## config.mk

```make
export PLATFORM = sky130hd
export DESIGN_NAME = multicycle_control
export DESIGN_NICKNAME = d
export VERILOG_FILES = /design/src/rtl/ctrl_defs.sv /design/src/rtl/multicycle_dispatch.sv /design/src/rtl/multicycle_control.sv
export SDC_FILE = /design/constraint.sdc
export NUM_CORES = 1
export LEC_CHECK = 0
export BUFFER_PORTS_ARGS = -buffer_cell sky130_fd_sc_hd__buf_2
export CORE_MARGIN = 3
export CORE_UTILIZATION = 40
export DETAILED_ROUTE_END_ITERATION = 7
export PLACE_DENSITY = 0.75
export SYNTH_ARGS = -nofsm -noshare
export SYNTH_HDL_FRONTEND = slang
export SYNTH_HIERARCHICAL = 1
export SYNTH_SLANG_ARGS = --single-unit
```

## constraint.sdc

```tcl
create_clock -name clk -period 2.1 [get_ports clk]
set_input_delay 0.315 -clock clk [delete_from_list [all_inputs] [get_ports clk]]
set_output_delay 0.315 -clock clk [all_outputs]
set_load 0.05 [all_outputs]
```

## src/rtl/ctrl_defs.sv

```systemverilog
// Shared encodings for the multi-cycle MIPS control path: states, ALUOp, mux selects, opcodes, functs.
package ctrl_defs;

    typedef enum logic [3:0] {
        S_FETCH     = 4'd0,
        S_DECODE    = 4'd1,
        S_MEM_ADDR  = 4'd2,
        S_MEM_READ  = 4'd3,
        S_LOAD_WB   = 4'd4,
        S_MEM_WRITE = 4'd5,
        S_R_EXEC    = 4'd6,
        S_ALU_WB    = 4'd7,
        S_I_EXEC    = 4'd8,
        S_BRANCH    = 4'd9,
        S_JUMP      = 4'd10,
        S_JR        = 4'd11,
        S_TRAP      = 4'd12
    } state_t;

    // ALUOp codes, expanded by the ALU-control decoder
    localparam logic [2:0] ALUOP_ADD   = 3'b000;
    localparam logic [2:0] ALUOP_SUB   = 3'b001;
    localparam logic [2:0] ALUOP_RTYPE = 3'b010;
    localparam logic [2:0] ALUOP_AND   = 3'b011;
    localparam logic [2:0] ALUOP_SLT   = 3'b100;

    localparam logic [1:0] M2R_ALUOUT = 2'b00;
    localparam logic [1:0] M2R_MDR    = 2'b01;
    localparam logic [1:0] M2R_PC     = 2'b10;

    localparam logic [1:0] RD_RT = 2'b00;
    localparam logic [1:0] RD_RD = 2'b01;
    localparam logic [1:0] RD_RA = 2'b10;

    localparam logic [1:0] SA_PC    = 2'b00;
    localparam logic [1:0] SA_RS    = 2'b01;
    localparam logic [1:0] SA_SHAMT = 2'b10;

    localparam logic [1:0] SB_RT      = 2'b00;
    localparam logic [1:0] SB_FOUR    = 2'b01;
    localparam logic [1:0] SB_IMM     = 2'b10;
    localparam logic [1:0] SB_IMM_SH2 = 2'b11;

    localparam logic [1:0] PS_ALU    = 2'b00;
    localparam logic [1:0] PS_ALUOUT = 2'b01;
    localparam logic [1:0] PS_JUMP   = 2'b10;
    localparam logic [1:0] PS_RS     = 2'b11;

    localparam logic [5:0] OP_RTYPE = 6'h00;
    localparam logic [5:0] OP_J     = 6'h02;
    localparam logic [5:0] OP_JAL   = 6'h03;
    localparam logic [5:0] OP_BEQ   = 6'h04;
    localparam logic [5:0] OP_ADDI  = 6'h08;
    localparam logic [5:0] OP_ADDIU = 6'h09;
    localparam logic [5:0] OP_SLTI  = 6'h0a;
    localparam logic [5:0] OP_SLTIU = 6'h0b;
    localparam logic [5:0] OP_ANDI  = 6'h0c;
    localparam logic [5:0] OP_LUI   = 6'h0f;
    localparam logic [5:0] OP_LW    = 6'h23;
    localparam logic [5:0] OP_SW    = 6'h2b;

    localparam logic [5:0] FN_SLL  = 6'h00;
    localparam logic [5:0] FN_SRL  = 6'h02;
    localparam logic [5:0] FN_SRA  = 6'h03;
    localparam logic [5:0] FN_JR   = 6'h08;
    localparam logic [5:0] FN_JALR = 6'h09;

    // Shifts take their A operand from the shamt field instead of rs
    function automatic logic is_shift(input logic [5:0] funct);
        return (funct == FN_SLL) || (funct == FN_SRL) || (funct == FN_SRA);
    endfunction

endpackage

```

## src/rtl/multicycle_dispatch.sv

```systemverilog
// Decodes OpCode/Funct into the state that follows DECODE; flags unsupported encodings.
// Latency: purely combinational.
// Backpressure: none, stateless.
module multicycle_dispatch
    import ctrl_defs::*;
(
    input  logic [5:0] opcode,
    input  logic [5:0] funct,
    output state_t     next_state,
    output logic       illegal
);

    always_comb begin
        next_state = S_TRAP;
        unique case (opcode)
            OP_LW, OP_SW:  next_state = S_MEM_ADDR;
            OP_BEQ:        next_state = S_BRANCH;
            OP_J, OP_JAL:  next_state = S_JUMP;
            OP_ADDI, OP_ADDIU, OP_ANDI,
            OP_SLTI, OP_SLTIU, OP_LUI:
                           next_state = S_I_EXEC;
            OP_RTYPE: begin
                if (funct == FN_JR || funct == FN_JALR)
                    next_state = S_JR;
                else if (funct inside {[6'h20:6'h27], 6'h2a, 6'h2b, FN_SLL, FN_SRL, FN_SRA})
                    next_state = S_R_EXEC;
            end
            default:       next_state = S_TRAP;
        endcase
    end

    assign illegal = (next_state == S_TRAP);

endmodule

```

## src/rtl/multicycle_control.sv

```systemverilog
// Main control FSM for the multi-cycle MIPS core; sequences fetch/decode/execute/mem/writeback.
// Latency: 3-5 cycles per instruction plus one cycle per MemReady=0 in a memory state.
// Backpressure: holds FETCH/MEM_READ/MEM_WRITE with strobes steady until MemReady.
module multicycle_control
    import ctrl_defs::*;
#(
    parameter int CNT_W = 32
) (
    input  logic             clk,
    input  logic             reset,
    input  logic [5:0]       OpCode,
    input  logic [5:0]       Funct,
    input  logic             Zero,
    input  logic             MemReady,
    output logic             PCWrite,
    output logic             PCWriteCond,
    output logic             IorD,
    output logic             MemRead,
    output logic             MemWrite,
    output logic             IRWrite,
    output logic             RegWrite,
    output logic             ExtOp,
    output logic             LuiOp,
    output logic [1:0]       MemtoReg,
    output logic [1:0]       RegDst,
    output logic [1:0]       ALUSrcA,
    output logic [1:0]       ALUSrcB,
    output logic [1:0]       PCSource,
    output logic [2:0]       ALUOp,
    output logic             Illegal,
    output logic [CNT_W-1:0] InstCount
);

    state_t state, next_state, dispatch_state;
    logic   dispatch_illegal;
    logic   retire;

    // Zero is consumed by the datapath's PC write-enable gate, not by this FSM
    logic unused_zero;
    assign unused_zero = Zero;

    multicycle_dispatch u_dispatch (
        .opcode     (OpCode),
        .funct      (Funct),
        .next_state (dispatch_state),
        .illegal    (dispatch_illegal)
    );

    always_ff @(posedge clk or negedge reset) begin
        if (!reset) begin
            state     <= S_FETCH;
            InstCount <= '0;
        end else begin
            state <= next_state;
            if (retire)
                InstCount <= InstCount + CNT_W'(1);
        end
    end

    always_comb begin
        next_state = state;
        retire     = 1'b0;
        case (state)
            S_FETCH:     if (MemReady) next_state = S_DECODE;
            S_DECODE:    next_state = dispatch_illegal ? S_TRAP : dispatch_state;
            S_MEM_ADDR:  next_state = (OpCode == OP_LW) ? S_MEM_READ : S_MEM_WRITE;
            S_MEM_READ:  if (MemReady) next_state = S_LOAD_WB;
            S_MEM_WRITE: if (MemReady) begin
                             next_state = S_FETCH;
                             retire     = 1'b1;
                         end
            S_R_EXEC,
            S_I_EXEC:    next_state = S_ALU_WB;
            S_LOAD_WB, S_ALU_WB, S_BRANCH, S_JUMP, S_JR: begin
                next_state = S_FETCH;
                retire     = 1'b1;
            end
            default:     next_state = S_FETCH;
        endcase
    end

    // Reset gates the decode so nothing strobes while FETCH is being forced
    always_comb begin
        PCWrite = 1'b0; PCWriteCond = 1'b0; IorD = 1'b0; MemRead = 1'b0;
        MemWrite = 1'b0; IRWrite = 1'b0; RegWrite = 1'b0; ExtOp = 1'b0;
        LuiOp = 1'b0; Illegal = 1'b0;
        MemtoReg = M2R_ALUOUT; RegDst = RD_RT; ALUSrcA = SA_PC;
        ALUSrcB = SB_RT; PCSource = PS_ALU; ALUOp = ALUOP_ADD;
        if (reset) begin
            case (state)
                S_FETCH: begin
                    MemRead = 1'b1;
                    ALUSrcB = SB_FOUR;
                    IRWrite = MemReady;
                    PCWrite = MemReady;
                end
                S_DECODE:   ALUSrcB = SB_IMM_SH2;
                S_MEM_ADDR: begin
                    ALUSrcA = SA_RS;
                    ALUSrcB = SB_IMM;
                    ExtOp   = 1'b1;
                end
                S_MEM_READ: begin
                    MemRead = 1'b1;
                    IorD    = 1'b1;
                end
                S_LOAD_WB: begin
                    RegWrite = 1'b1;
                    MemtoReg = M2R_MDR;
                end
                S_MEM_WRITE: begin
                    MemWrite = 1'b1;
                    IorD     = 1'b1;
                end
                S_R_EXEC: begin
                    ALUSrcA = is_shift(Funct) ? SA_SHAMT : SA_RS;
                    ALUOp   = ALUOP_RTYPE;
                end
                S_ALU_WB: begin
                    RegWrite = 1'b1;
                    RegDst   = (OpCode == OP_RTYPE) ? RD_RD : RD_RT;
                end
                S_I_EXEC: begin
                    ALUSrcA = SA_RS;
                    ALUSrcB = SB_IMM;
                    ExtOp   = (OpCode != OP_ANDI);
                    LuiOp   = (OpCode == OP_LUI);
                    if (OpCode == OP_ANDI)
                        ALUOp = ALUOP_AND;
                    else if (OpCode == OP_SLTI || OpCode == OP_SLTIU)
                        ALUOp = ALUOP_SLT;
                end
                S_BRANCH: begin
                    ALUSrcA     = SA_RS;
                    ALUOp       = ALUOP_SUB;
                    PCWriteCond = 1'b1;
                    PCSource    = PS_ALUOUT;
                end
                S_JUMP: begin
                    PCWrite  = 1'b1;
                    PCSource = PS_JUMP;
                    if (OpCode == OP_JAL) begin
                        RegWrite = 1'b1;
                        RegDst   = RD_RA;
                        MemtoReg = M2R_PC;
                    end
                end
                S_JR: begin
                    PCWrite  = 1'b1;
                    PCSource = PS_RS;
                    if (Funct == FN_JALR) begin
                        RegWrite = 1'b1;
                        RegDst   = RD_RD;
                        MemtoReg = M2R_PC;
                    end
                end
                S_TRAP:  Illegal = 1'b1;
                default: ;
            endcase
        end
    end

endmodule

```

==> reports/metrics.yaml <==
routing:
  vias: 2494
  drt-pass1-iter-count: 4
  drt_iter0_markers: 128
  vias_per_cell: 5.67
  drt_wl_total_um: 6750
  drc: 0
  ant_nets: 0
  wire_per_inst_um: 15.3
global_routing:
  grt_max_degree: 22
  use_met3: 0.0402
  busiest_layer: "met2"
  first_global_vias: 2453
  grt_use_met1: 0.229
  antenna_found_initial: 0
  grt_first_pass_wirelength_um: 11300
  track_usage: 0.188
  grt_remaining_overflow: 0
  met2_usage: 0.334
place:
  hpwl_um: 5080
  place.gp.congestion: 0.897
  portBuffers: 69
  dp.cells: 429
timing:
  fmax_mhz: 487
  whs_ns: 0.181
  setup_violations: 0
  fin_worst_skew_ns: 0.0103
  slew_headroom: 0.692
  hold_violations: 0
  min_period_ns: 2.05
  tightest_slew_ns: 0.462
  rsz0062_at_grt: "true"
  fin_crit_sh: 0.977
  maxSlewViolCount: 0
critical_path:
  crit_path_frequent_cell: "buf_4"
  worstPathMaxFanout: 8
  cp_slowest_cell: "dfrtp_2"
  critPathLaunchType: "flop"
  end_kind: "output port"
  crit_required_ns: 1.78
  worstSetupPathType: "flop to output port"
  rr_worst_depth: 5
  arrival_ns: 1.74
  slowest_delay_ns: 0.47
  path_cells: "nor2b_2 > buf_4 > and3_2 > or2_4 > buf_4"
synthesis:
  syn-instance-count: 280
  ys_async_sr_fraction: 1.00
  yosys_register_bits: 36
  synth_cell_types: 56
  synth.mux.area_fraction: 0
  synth-edff-count: 0
  synth_flop_cell: "dfrtp_1"
  synth_simple_gate_area_share: 0.347
  synth.area.top_cells: "dfrtp_1 (37%), xnor2_1 (8.9%), nand4_1 (5.4%), nor2_1 (3.4%), nand2_1 (3.2%)"
  synth_top_family_by_area: "simple AND/OR/NAND/NOR gates"
  synth_fp_nets: 297
  ys_seq_area_frac: 0.368
  yosysTopAreaCell: "dfrtp_1"
  synthXorXnorAreaFrac: 0.128
  synth.top_cell.area_share: 0.368
  synth_area_per_cell_um2: 8.74
  synth_fa_ha_area_frac: 0.00511
  synth_compound_area_frac: 0.114
  ys_warn_count: 6
  synth_area_um2: 2450
clock_tree:
  clock_latency_ns: 0.29
  cts.sinks: 36
  cts_buffer_depth: 2
  htree_num_levels: 2
  root_buffer: "clkbuf_8"
  cts_made_buffers: 5
  cts_tree: "built"
  clkTransAtPathRegs_ns: 0.07
floorplan:
  die-height_um: 84.2
  core_area_um2: 5710
  die_x_um: 84.2
  initial_core_util: 0.429
  rows: 27
  ioPinCount: 71
  die-area_um2: 7100
final_layout:
  final_layout_size_suffix_gt1_frac: 0.372
  multi_input_area_um2: 1580
  area_delta_synth_final_pct: 33.8
  fin_cells: 440
  fillers: 495
  seq_area_um2: 906
  antennaDiodeCount: 0
  fin_nets: 384
power_and_ir_drop:
  clkPwrFrac: 0.165
  pwr-share-comb: 0.572
  peakVddDrop_mv: 0.501
  p_seq_frac: 0.263
  power.switching_w: 0.00179
  switching_share: 0.489
  power.density_nw_per_um2: 1120
  intPower_w: 0.00187
  power.leakage_nw: 1.54
run_status:
  outcome: "finished, final reports clean"
run:
  max_cap_viol_count: 0
worst_hold_path:
  hold_path.class: "input port to asynchronous set/reset pin"
routing by layer:
layer | share of wire | wire (µm) | vias up
met5 | 0 | 0 | -
met4 | 0.018 | 119 | 0
met3 | 0.053 | 355 | 12
met2 | 0.50 | 3410 | 73
met1 | 0.43 | 2870 | 1210
li1 | - | - | 1199
logic make-up after synthesis:
kind of cell | count (synthesis)
AO/OA/AOI/OAI | 39
XOR/XNOR | 34
adder cells (fa/ha/maj) | 1
buffers and inverters | 20
flip-flops | 36
AND/OR/NAND/NOR | 150
cell type report:
cell class	instances	share of cell area
flip-flops and latches	36	0.276
well taps	72	0.0275
inverters	7	0.00802
clock inverters	3	0.0130
multi-input cells	224	0.483
clock buffers	5	0.0210
repair buffers	93	0.171
synthesized netlist by cell type, types with 9 or more instances:
cell	count
nand2_1	21
nor3_1	14
xnor2_1	25
nor2_1	22
dfrtp_1	36
nand4_1	21
nor2b_1	11
nand3_1	10
nor4_1	9
and3_1	10
path summary, 6_finish.rpt:
kind	startpoint	endpoint	slack, ns
max	state[3]$_DFFE_PN0P_	PCWrite	0.05
min	reset	InstCount[3]$_DFFE_PN0P_	0.18
max reg2reg	state[1]$_DFFE_PN0P_	InstCount[28]$_DFFE_PN0P_	0.21
min reg2reg	InstCount[11]$_DFFE_PN0P_	InstCount[11]$_DFFE_PN0P_	0.49
max in group asynchronous	reset	state[1]$_DFFE_PN0P_	1.44
min in group clk	MemReady	state[0]$_DFFE_PN0P_	0.44
what timing repair did:
item / 4_1_cts / 5_1_grt
buffers inserted: 0 / 2
hold buffers: 1 / 0
pin swaps: 0 / 3
hold endpoints to repair: 1 / 0
gates resized for setup: 10 / 21
cloned: 0 / 0
endpoints found under the setup margin: 7 / 10
critical path, delay by kind of cell, from the launching register on:
family	cells	cell delay, ns
buffers and inverters	2	0.33
flip-flops	1	0.47
AND/OR/NAND/NOR	3	0.64
flip-flops by register name (all words and copies together) (netlist names):
register,cells
state,4
InstCount,32
cells in the final DEF (no fill, tap or decap), types with 3 or more instances in the layout:
| master | count |
|---|---|
| clkbuf_8 | 5 |
| nor4_1 | 7 |
| buf_6 | 3 |
| and4_1 | 7 |
| o22ai_1 | 3 |
| nand2b_1 | 6 |
| nand2_1 | 19 |
| o21ai_0 | 7 |
| xor2_1 | 7 |
| dfrtp_2 | 4 |
| nand3_1 | 10 |
| and2_1 | 5 |
| xnor2_1 | 25 |
| buf_2 | 60 |
| buf_4 | 28 |
| dfrtp_1 | 32 |
| nor2_1 | 19 |
| nand4_1 | 21 |
| nor3_1 | 9 |
| a21oi_1 | 4 |
| inv_1 | 7 |
| nor2_2 | 4 |
| and3_1 | 9 |
| nor3_2 | 4 |
| nor2b_1 | 7 |
| nor2b_2 | 3 |
metrics by stage:
step | worst slack [ns] | TNS, ns | area [µm²] | utilization | total power (W)
global route | -0.0105 | -0.0179 | 3280 | 0.574 | 0.00389
CTS | 0.00304 | 0 | 3200 | 0.561 | 0.00357
detailed placement | -0.0482 | -0.0482 | 3060 | 0.536 | 0.00293
finish | 0.0474 | 0 | 3280 | 0.574 | 0.00367
floorplan | -0.221 | -0.232 | 2540 | - | 0.00242
global placement | 0.0166 | 0 | 3060 | 0.536 | 0.00290
power groups by stage:
stage	clock network [W]	registers (W)	logic (W)
after global placement	0	0.000951	0.00195
after CTS	0.000617	0.000953	0.00200
final	0.000604	0.000966	0.00210
after global routing	0.000656	0.000988	0.00225
after detailed placement	0	0.000959	0.00198
after floorplan	0	0.00107	0.00136
Power figures use the tool's default switching activity.
